### src/rtl/hamming_gen.sv
// Emits an N-bit vector with kk = min(count, N) ones placed LSB-first, as CC chunks of M bits.
// Optional macro HAMMING_GEN_XOR_EN XORs each loaded chunk with g_input so that the distance to g equals kk.
module hamming_gen #(
  parameter int N  = 8,
  parameter int CC = 1,
  localparam int M  = N / CC,
  localparam int CW = $clog2(N + 1),
  localparam int IW = $clog2(CC + 1)
) (
  input  logic          clk,
  input  logic          rst,
  input  logic          start,
  input  logic [CW-1:0] count,
  input  logic [M-1:0]  g_input,
  input  logic          o_ready,
  output logic [M-1:0]  o,
  output logic          o_valid,
  output logic          o_last,
  output logic          busy
);

  typedef enum logic {IDLE, RUN} state_t;

  localparam logic [CW-1:0] N_VAL    = CW'(N);
  localparam logic [CW-1:0] M_VAL    = CW'(M);
  localparam logic [IW-1:0] LAST_IDX = IW'(CC - 1);

  state_t        state;
  logic [CW-1:0] rem;
  logic [IW-1:0] idx;

  logic [CW-1:0] kk;
  logic [CW-1:0] step_kk;
  logic [CW-1:0] step_rem;
  logic [M-1:0]  chunk_kk;
  logic [M-1:0]  chunk_rem;
  logic [M-1:0]  g_mask;

  assign kk       = (count > N_VAL) ? N_VAL : count;
  assign step_kk  = (kk > M_VAL) ? M_VAL : kk;
  assign step_rem = (rem > M_VAL) ? M_VAL : rem;

  // Thermometer chunk: bit i is set while more than i ones remain to be placed.
  for (genvar gi = 0; gi < M; gi++) begin : g_chunk
    assign chunk_kk[gi]  = (kk > CW'(gi));
    assign chunk_rem[gi] = (rem > CW'(gi));
  end

`ifdef HAMMING_GEN_XOR_EN
  assign g_mask = g_input;
`else
  logic g_unused;
  assign g_unused = ^g_input;
  assign g_mask   = '0;
`endif

  always_ff @(posedge clk or negedge rst) begin
    if (!rst) begin
      state   <= IDLE;
      o       <= '0;
      o_valid <= 1'b0;
      o_last  <= 1'b0;
      busy    <= 1'b0;
      rem     <= '0;
      idx     <= '0;
    end else begin
      case (state)
        IDLE: begin
          if (start) begin
            o       <= chunk_kk ^ g_mask;
            o_valid <= 1'b1;
            o_last  <= (CC == 1);
            busy    <= 1'b1;
            rem     <= kk - step_kk;
            idx     <= IW'(1);
            state   <= RUN;
          end
        end
        RUN: begin
          // Without o_ready everything holds; start is never queued here.
          if (o_ready) begin
            if (o_last) begin
              o       <= '0;
              o_valid <= 1'b0;
              o_last  <= 1'b0;
              busy    <= 1'b0;
              state   <= IDLE;
            end else begin
              o      <= chunk_rem ^ g_mask;
              rem    <= rem - step_rem;
              o_last <= (idx == LAST_IDX);
              idx    <= idx + IW'(1);
            end
          end
        end
        default: state <= IDLE;
      endcase
    end
  end

endmodule

### config.mk
export PLATFORM = sky130hd
export DESIGN_NAME = hamming_gen
export DESIGN_NICKNAME = d
export VERILOG_FILES = /design/src/rtl/hamming_gen.sv
export SDC_FILE = /design/constraint.sdc
export NUM_CORES = 1
export LEC_CHECK = 0
export CORE_MARGIN = 2
export CORE_UTILIZATION = 45
export CTS_BUF_LIST = sky130_fd_sc_hd__clkbuf_16
export CTS_CLUSTER_SIZE = 10
export DETAILED_ROUTE_END_ITERATION = 16
export PLACE_DENSITY = 0.85
export SETUP_SLACK_MARGIN = 0.2
export SYNTH_ARGS = -nofsm -noshare
export SYNTH_HDL_FRONTEND = slang
export SYNTH_SLANG_ARGS = --single-unit
### constraint.sdc
create_clock -name clk -period 4.8 [get_ports clk]
set_clock_uncertainty 0.2 [all_clocks]
set_input_delay 0.48 -clock clk [delete_from_list [all_inputs] [get_ports clk]]
set_output_delay 0.48 -clock clk [all_outputs]
set_load 0.02 [all_outputs]
==> impl_metrics.env <==
export IMPL_fin_cells=131
export IMPL_track_usage_pct=19.50
export IMPL_final_common_cell="clkdlybuf4s50_1"
export IMPL_ys_warn_count=0
export IMPL_swShare_pct=37.89
export IMPL_drt_wl_total_mm=1.874
export IMPL_busiest_layer="met2"
export IMPL_coreArea_um2=1764
export IMPL_clk_path_buf_depth=2
export IMPL_dp_hpwl_mm=1.351
export IMPL_final_cell_mix="clkdlybuf4s50_1, dfrtp_1, nor2_1"
export IMPL_synth_area_per_cell_um2=9.606
export IMPL_drcViolationCount=0
export IMPL_wire_per_inst_um=14.31
export IMPL_synth_cells=90
export IMPL_crit_arrival_ns=2.00
export IMPL_clockRootBuffer="clkbuf_16"
export IMPL_rsz0062_at_grt="no"
export IMPL_path_cells="clkdlybuf4s50_1 -> nor2b_2 -> or2_1 -> mux2_4"
export IMPL_cap_violations=0
export IMPL_grt_pass1_vias=673
export IMPL_slowest_delay_ns=0.56
export IMPL_grt_pass1_wl_mm=2.994
export IMPL_place_gp_congestion=0.7833
export IMPL_diodes=0
export IMPL_ys_seq_area_share_pct=46.31
export IMPL_stdcell_area_um2=1125
export IMPL_crit_slowest_cell="clkdlybuf4s50_1"
export IMPL_power_density_nw_per_um2=695.5
export IMPL_cts_tree="done"
export IMPL_fmaxAchievable_ghz=0.4833
export IMPL_finalSetupViolations=0
export IMPL_drtAntennaViolNets=0
export IMPL_drive_gt1_share_pct=4.717
export IMPL_portBuffers=18
export IMPL_placed_cells=127
export IMPL_ys_types=34
export IMPL_clock_sinks=16
export IMPL_relSlewSlack_pct=52.16
export IMPL_vias=753
export IMPL_postCtsSetupBuffers=0
export IMPL_grt_max_degree=17
export IMPL_fin_nets=125
export IMPL_worst_path_buf_inv=1
export IMPL_start_util_pct=49.01
export IMPL_met3_usage_pct=3.396
export IMPL_fillCellCount=147
export IMPL_dpl_cell_area_um2=1046
export IMPL_cts_made_buffers=3
export IMPL_path_clk_slew_ns=0.05
export IMPL_worst_slew_pin_slew_ns=0.7153
export IMPL_hold_class="reg2reg"
export IMPL_leakagePower_uw=0.0004658
export IMPL_ys_ff_latch=16
export IMPL_path_delay_family="simple AND/OR/NAND/NOR gates"
export IMPL_dieArea_um2=2288
export IMPL_grt_use_met2_pct=30.67
export IMPL_rows=15
export IMPL_status="finished, final reports clean"
export IMPL_clkLatencyLatePin_ns=0.25
export IMPL_avgViaCountPerCell=5.748
export IMPL_cts_resized_gates=0
export IMPL_firstDrtPassIters=5
export IMPL_syn_num_nets=108
export IMPL_syn_cell_area_um2=864.6
export IMPL_antenna_found_initial=0
export IMPL_area_growth_pct=30.10
export IMPL_internal_power_uw=485.9
export IMPL_peakVddDrop_mv=0.3903
export IMPL_grt_remaining_overflow=0
export IMPL_io_pins=27
export IMPL_worst_setup_path_end_kind="flop"
export IMPL_fin_crit_sh_pct=43.11
export IMPL_postCtsHoldBufs=0
export IMPL_drt_iter0_drc=12
export IMPL_power_frac_comb_pct=44.0
export IMPL_cp_required_ns=4.73
export IMPL_power_frac_seq_pct=35.2
export IMPL_critPathMaxFanout=8
export IMPL_htreeDepth=1
export IMPL_finalHoldViolCount=0
export IMPL_pre_cts_ws_ns=2.500
export IMPL_period_needed_ns=2.069
export IMPL_clkPwrFrac_pct=20.8
export IMPL_path_class="in2reg"
export IMPL_grt_use_met1_pct=25.06
export IMPL_fin_ws_ns=2.731
export IMPL_die_h_um=47.83
export IMPL_power_uw=782.3
export IMPL_fin_setup_tns_ns=0
export IMPL_die_w_um=47.83
export IMPL_p_switching_uw=296.4
export IMPL_maxSlewViolCount=0
export IMPL_cp_start_kind="input port"
per-layer routing:
layer  wire (um)  vias to the layer above
li1            -                      353
met3         111                        8
met5           0                        -
met4          57                        0
met2         921                       33
met1         783                      359
cell families after synthesis:
family | Yosys count | share of synthesized area [%]
other | 1 | 0.4337
xor gates and xnor gates | 1 | 1.013
buffers and inverters | 9 | 4.776
muxes | 2 | 2.894
adders and majority gates | 2 | 2.894
and+or+nand+nor | 30 | 17.66
DFF | 16 | 46.31
AOI/OAI and AO/OA | 29 | 24.02
power by group through the flow:
stage               combinational (uW)  sequential, uW  clock, uW
floorplan                          198             294          0
global placement                   338             268          0
detailed placement                 344             275          0
CTS                                346             273        165
global route                       369             287        175
finish                             344             275        163
worst paths after layout:
| path | slack (ns) | cells past startpoint | end | from |
|---|---|---|---|---|
| max | 2.73 | 4 | o[5] | start |
| min | 0.29 | 1 | o[3] | o[3] |
| max reg2reg | 2.97 | 3 | o[5] | state |
| min reg2reg | 0.29 | 1 | o[3] | o[3] |
| max in group asynchronous | 3.49 | 1 | state | rst |
| min in group asynchronous | 0.47 | 1 | o[2] | rst |
layout make-up:
cell class	instances	area, um2	area share [%]
repair buffers	18	180.2	16.02
inverters	3	11.26	1.001
well taps	25	31.28	2.781
clock buffers	3	75.07	6.674
multi-input cells	65	422.9	37.60
clock inverters	1	3.754	0.3337
flip-flops and latches	16	400.4	35.60
through the flow:
stage / hold slack, ns / util [%]
final: 0.2931 / 63.76
after global routing: 0.3262 / 63.76
after CTS: 0.2939 / 63.76
after detailed placement: 0.2831 / 59.29
after global placement: 0.2753 / 59.29
after floorplan: -0.01559 / -
cells in the mapped netlist:
library cell | number | area, um2
a21o_1 | 2 | 15.01
a21oi_1 | 6 | 30.03
a221o_1 | 1 | 10.01
a22o_1 | 1 | 8.760
and2_1 | 2 | 12.51
and3b_1 | 1 | 8.760
buf_2 | 3 | 15.01
buf_4 | 1 | 7.510
clkbuf_1 | 2 | 7.510
conb_1 | 1 | 3.750
dfrtp_1 | 16 | 400.4
ha_1 | 2 | 25.02
inv_1 | 3 | 11.26
mux2_4 | 1 | 15.01
mux2i_1 | 1 | 10.01
nand2_1 | 5 | 18.77
nand2b_1 | 4 | 25.02
nand3_1 | 1 | 5.000
nand3b_1 | 1 | 7.510
nor2_1 | 11 | 41.29
nor2b_1 | 1 | 6.260
nor2b_2 | 1 | 8.760
nor3_1 | 1 | 5.000
nor3b_1 | 1 | 7.510
o211ai_1 | 1 | 7.510
o21a_1 | 1 | 7.510
o21ai_0 | 4 | 20.02
o21bai_1 | 1 | 7.510
o221ai_1 | 2 | 17.52
o22a_1 | 4 | 35.03
o22ai_1 | 3 | 18.77
o32a_1 | 3 | 30.03
or2_1 | 1 | 6.260
xnor2_1 | 1 | 8.760
worst reg2reg max path, stage by stage, from the launching register on:
cell,delay [ns]
dfrtp_1,0.55
nor2b_2,0.30
or2_1,0.34
mux2_4,0.33
sequential cells by signal, summed over array words and instances, names as in the netlist:
signal  count
busy        1
state       1
rem         4
idx         1
o_last      1
o           8
Note: power is estimated with default switching activity, not from simulation.
